File: config.mk
export PLATFORM = sky130hd
export DESIGN_NAME = ifu_align
export DESIGN_NICKNAME = d
export VERILOG_FILES = /design/src/rtl/ifu_align.sv
export SDC_FILE = /design/constraint.sdc
export NUM_CORES = 1
export LEC_CHECK = 0
export ABC_AREA = 0
export BUFFER_PORTS_ARGS = -buffer_cell sky130_fd_sc_hd__buf_4
export CAP_MARGIN = 20
export CELL_PAD_IN_SITES_DETAIL_PLACEMENT = 0
export CELL_PAD_IN_SITES_GLOBAL_PLACEMENT = 2
export CORE_UTILIZATION = 35
export DETAILED_ROUTE_END_ITERATION = 10
export PLACE_DENSITY_LB_ADDON = 0.1
export REMOVE_ABC_BUFFERS = 1
export SYNTH_ARGS = -nofsm -noshare
export SYNTH_HDL_FRONTEND = slang
export SYNTH_SLANG_ARGS = --single-unit
File: constraint.sdc
create_clock -name clk -period 9.9 [get_ports clk]
set_input_delay 0.99 -clock clk [delete_from_list [all_inputs] [get_ports clk]]
set_output_delay 0.99 -clock clk [all_outputs]
set_load 0.02 [all_outputs]
File: src/rtl/ifu_align.sv
// rtl/ifu_align.sv - instruction alignment buffer: word-aligned fetch words in, halfword-aligned instructions out
// Four-halfword queue feeding the decompressor; the head decides 16- vs 32-bit length.
module ifu_align #(
  parameter logic [31:0] RESET_PC = 32'h0000_0000
) (
  input  logic        clk,
  input  logic        reset_n,
  input  logic        flush,
  input  logic [30:0] flush_pc,
  input  logic        fetch_valid,
  output logic        fetch_ready,
  input  logic [31:0] fetch_data,
  output logic        instr_valid,
  input  logic        instr_ready,
  output logic [31:0] instr_data,
  output logic [30:0] instr_pc
);

  logic [15:0] hw_q [4];
  logic [15:0] hw_d [4];
  logic [15:0] sh   [4];
  logic [2:0]  count_q, count_d;
  logic [30:0] pc_q, pc_d;
  logic        drop_low_q, drop_low_d;
  logic        is32, do_push, do_pop;
  logic [2:0]  pop_n, rem, rem_p1;

  assign is32        = (hw_q[0][1:0] == 2'b11);
  assign fetch_ready = (count_q <= 3'd2);
  assign instr_valid = (count_q >= 3'd2) || (count_q == 3'd1 && !is32);
  assign instr_data  = (count_q >= 3'd2) ? {hw_q[1], hw_q[0]} :
                       (count_q == 3'd1) ? {16'h0, hw_q[0]} : 32'h0;
  assign instr_pc    = pc_q;
  assign do_push     = fetch_valid && fetch_ready && !flush;
  assign do_pop      = instr_valid && instr_ready && !flush;

  always_comb begin
    pop_n = 3'd0;
    if (do_pop) pop_n = is32 ? 3'd2 : 3'd1;
    case (pop_n)
      3'd1:    sh = '{hw_q[1], hw_q[2], hw_q[3], 16'h0};
      3'd2:    sh = '{hw_q[2], hw_q[3], 16'h0, 16'h0};
      default: sh = hw_q;
    endcase
    rem    = count_q - pop_n;
    rem_p1 = rem + 3'd1;
    // Pushed halfwords land right after whatever survives the pop.
    for (int i = 0; i < 4; i++) begin
      hw_d[i] = sh[i];
      if (do_push) begin
        if (drop_low_q) begin
          if (3'(i) == rem) hw_d[i] = fetch_data[31:16];
        end else begin
          if (3'(i) == rem)         hw_d[i] = fetch_data[15:0];
          else if (3'(i) == rem_p1) hw_d[i] = fetch_data[31:16];
        end
      end
    end
    count_d    = rem + (do_push ? (drop_low_q ? 3'd1 : 3'd2) : 3'd0);
    pc_d       = pc_q + {29'b0, pop_n[1:0]};
    drop_low_d = drop_low_q && !do_push;
    if (flush) begin
      count_d    = 3'd0;
      pc_d       = flush_pc;
      drop_low_d = flush_pc[0];
    end
  end

  always_ff @(posedge clk) begin
    if (!reset_n) begin
      for (int i = 0; i < 4; i++) hw_q[i] <= 16'h0;
      count_q    <= 3'd0;
      pc_q       <= RESET_PC[31:1];
      drop_low_q <= RESET_PC[1];
    end else begin
      for (int i = 0; i < 4; i++) hw_q[i] <= hw_d[i];
      count_q    <= count_d;
      pc_q       <= pc_d;
      drop_low_q <= drop_low_d;
    end
  end

endmodule

==> run summary <==
Required @ worst endpoint - 10.13 ns
Overall via count from detail_route - 6990
Share of the cycle needed by the critical path after routing - 0.507
Fin. Hold Viols - 0
Most common cell on crit path - nand2b_1
Depth of the CTS H-tree - 3
DRC - 0
Maximum fanout encountered on the critical timing path - 25
Gr ovfl total - 0
Antenna violation net count after detailed routing - 0
Setup TNS - 0 ns
Worst-path clk slew - 0.07 ns
Chip Width - 140 um
Slowest cell on the critical path - fa_1
Hold WC Path Type - flip-flop to flip-flop
Worst setup SP type - input pin
Chip height - 140 um
Number of fill cells in the layout - 1880
Number of buffer cells added on primary ports - 132
Core region area - 18700 sq um
Routed WL - 24800 um
Power Dens Cells - 140 nW/um^2
GRT Resource Usage Total - 0.251
Storage element area - 1980 sq um
Number of vias per cell after detailed routing - 6.08
Pre-CTS setup slack - 4.32 ns
Cell Area, Placed - 7750 sq um
Async set-reset flop share out of synthesis - 0
Number of nets in the finished design - 987
Data arrival, critical path - 5.25 ns
Min Hold Slack - 0.580 ns
Root Driver - clkbuf_16
Area of the multi-input gates - 4340 sq um
EDFF count, synth - 0
CTS hold repair buffers - 0
Largest vdd supply drop - 80.9 uV
Power after layout - 1140 uW
N_diodes - 0
Max clock buf depth - 2
IO Pins - 133
Clock latency on the worst-skew pair - 0.36 ns
Area of all placed cells without fillers - 8170 sq um
Global-route wire length before repair - 38500 um
Initial antenna violation count - 0
Number of buffers inserted to repair setup after CTS - 0
Tightest slew margin relative to the limit - 0.279
Number of synthesized register bits - 99
Count of warnings emitted by yosys - 0
Sequential area share after synthesis - 0.296
Count of instances resized after the clock tree is built - 0
Static power due to leakage - 0.00314 uW
Syn Area/Cell - 8.07 sq um
Count of different cell masters after synthesis - 60
Die footprint - 19700 sq um
Maximum number of pins on one net before global-route repair - 66
Max Cap Viol - 0
Number of sinks on the clock net - 99
DRC violation total after the first TritonRoute iteration - 526
Share of post-route cells with drive strength above 1 - 0.200
Critical-path cell list - buf_4 > nand2b_1 > or3_1 > fa_1 > inv_1 > nor2_1 > ha_1 > and3b_1 > nand2b_1 > nand2_1 > a32oi_1 > a21boi_0
Number of detailed-routing iterations run before antenna repair - 6
CTS Buf Count - 9
Sum of net half-perimeters after detailed placement - 15300 um
Row Count - 50
Flip-flop cell with the highest count after synthesis - dfxtp_1
Largest incremental delay on the critical path - 0.80 ns
Vias in the first global route - 6671
Final-report max-slew violation count - 0
Fmax - 0.199 GHz
Worst-Margin Slew - 1.08 ns
Area growth syn-to-layout - 22.1%
Kind of end point of the critical path - flip-flop
Max Clock Skew - 0.0102 ns
Clock tree from TritonCTS - yes
Crit Path Category - input pin to flip-flop
Setup repair after global routing missed its margin - false
Final weighted congestion in routability-driven placement - 0.833
Result of the run - complete, no violations
Starting density of the core - 0.358
Final worst-path setup slack - 4.88 ns
Post-layout minimum cycle time - 5.02 ns
Final count of negative-setup-slack endpoints - 0
Post-synthesis instance area - 6690 sq um
Synth Instances - 829
Average detailed-routed wire length per instance - 21.5 um
==> final cells by class <==
cell class                      count  share of cell area
Clock buffer                       12              0.0314
Sequential cell                    99               0.243
Timing Repair Buffer              148               0.139
Inverter                           12             0.00552
Tap cell                          234              0.0359
Multi-Input combinational cell    641               0.531
Clock inverter                      4              0.0147
==> cells in the final DEF (no fill, tap or decap), drive strengths merged, types with 9 or more instances in the layout <==
master,n
xnor2,10
a32oi,14
a21oi,39
nand3,49
a221o,16
o211ai,17
nor2,49
buf,148
o21ai,48
o221ai,16
a21boi,16
a222oi,16
nand2,65
a22oi,49
nand4,12
dfxtp,99
xor2,19
and2,24
mux2i,49
clkbuf,12
o22ai,32
nor2b,47
nor3,9
inv,11
==> per-layer routing <==
layer | vias to the layer above | part of all wire | GRT usage
met1 | 3368 | 0.44 | 0.329
met3 | 41 | 0.064 | 0.0280
met2 | 296 | 0.48 | 0.423
li1 | 3285 | - | -
met5 | - | 0 | 0
met4 | 0 | 0.023 | 0.0937
==> synth_stat cells (all sizes together) (14+ instances only) <==
| cell | count | area share |
|---|---|---|
| xor2 | 19 | 0.025 |
| o221ai | 16 | 0.021 |
| nor2 | 49 | 0.028 |
| dfxtp | 99 | 0.30 |
| nand2 | 65 | 0.036 |
| a22oi | 49 | 0.055 |
| clkbuf | 48 | 0.027 |
| a21boi | 16 | 0.018 |
| a32oi | 14 | 0.018 |
| o21ai | 48 | 0.036 |
| nand3 | 49 | 0.038 |
| buf | 29 | 0.025 |
| o211ai | 17 | 0.019 |
| o22ai | 32 | 0.030 |
| mux2i | 49 | 0.073 |
| a221o | 16 | 0.024 |
| a222oi | 16 | 0.024 |
| a21oi | 39 | 0.030 |
| and2 | 24 | 0.022 |
| nor2b | 47 | 0.044 |
==> where the power goes <==
part / internal (uW) / switching [uW] / total (uW)
Clock: 287 / 167 / 454
Sequential: 421 / 22.4 / 443
Combinational: 98.6 / 149 / 247
==> cells by family (layout without fill, tap and decap cells) <==
kind of cell,after synthesis,after routing,share of synthesized area
and+or+nand+nor,279,279,0.218
xor gates and xnor gates,29,29,0.0408
buffers and inverters,89,176,0.0587
muxes,49,49,0.0733
AOI/OAI and AO/OA,276,276,0.295
adders and majority gates,8,8,0.0183
DFF,99,99,0.296
==> state kept, by name (all words and copies together), names as in the netlist <==
| signal | count |
|---|---|
| instr_pc | 31 |
| count_q | 3 |
| hw_q | 64 |
| drop_low_q | 1 |
==> stage by stage <==
step,instances,utilization
2_1_floorplan,752,-
3_3_place_gp,1132,0.415
3_5_place_dp,1132,0.415
4_1_cts,1148,0.435
5_1_grt,1150,0.437
6_report,1150,0.437
==> path summary, 6_finish.rpt <==
check / from / end / slack [ns] / cells after the start
setup / recovery: flush / hw_q[63]$_SDFF_PN0_ / 4.88 / 12
setup reg to reg: hw_q[48]$_SDFF_PN0_ / hw_q[63]$_SDFF_PN0_ / 5.14 / 14
hold / removal: instr_pc[30]$_SDFF_PN0_ / instr_pc[30]$_SDFF_PN0_ / 0.58 / 2
hold reg to reg: instr_pc[30]$_SDFF_PN0_ / instr_pc[30]$_SDFF_PN0_ / 0.58 / 2
==> critical path: cells and delay by family <==
| kind | cells | cell delay (ns) |
|---|---|---|
| adder cells (fa/ha/maj) | 2 | 1.08 |
| AND/OR/NAND/NOR | 6 | 2.28 |
| buffers and inverters | 2 | 0.41 |
| AO/OA/AOI/OAI | 2 | 0.47 |
Power figures use the tool's default switching activity.
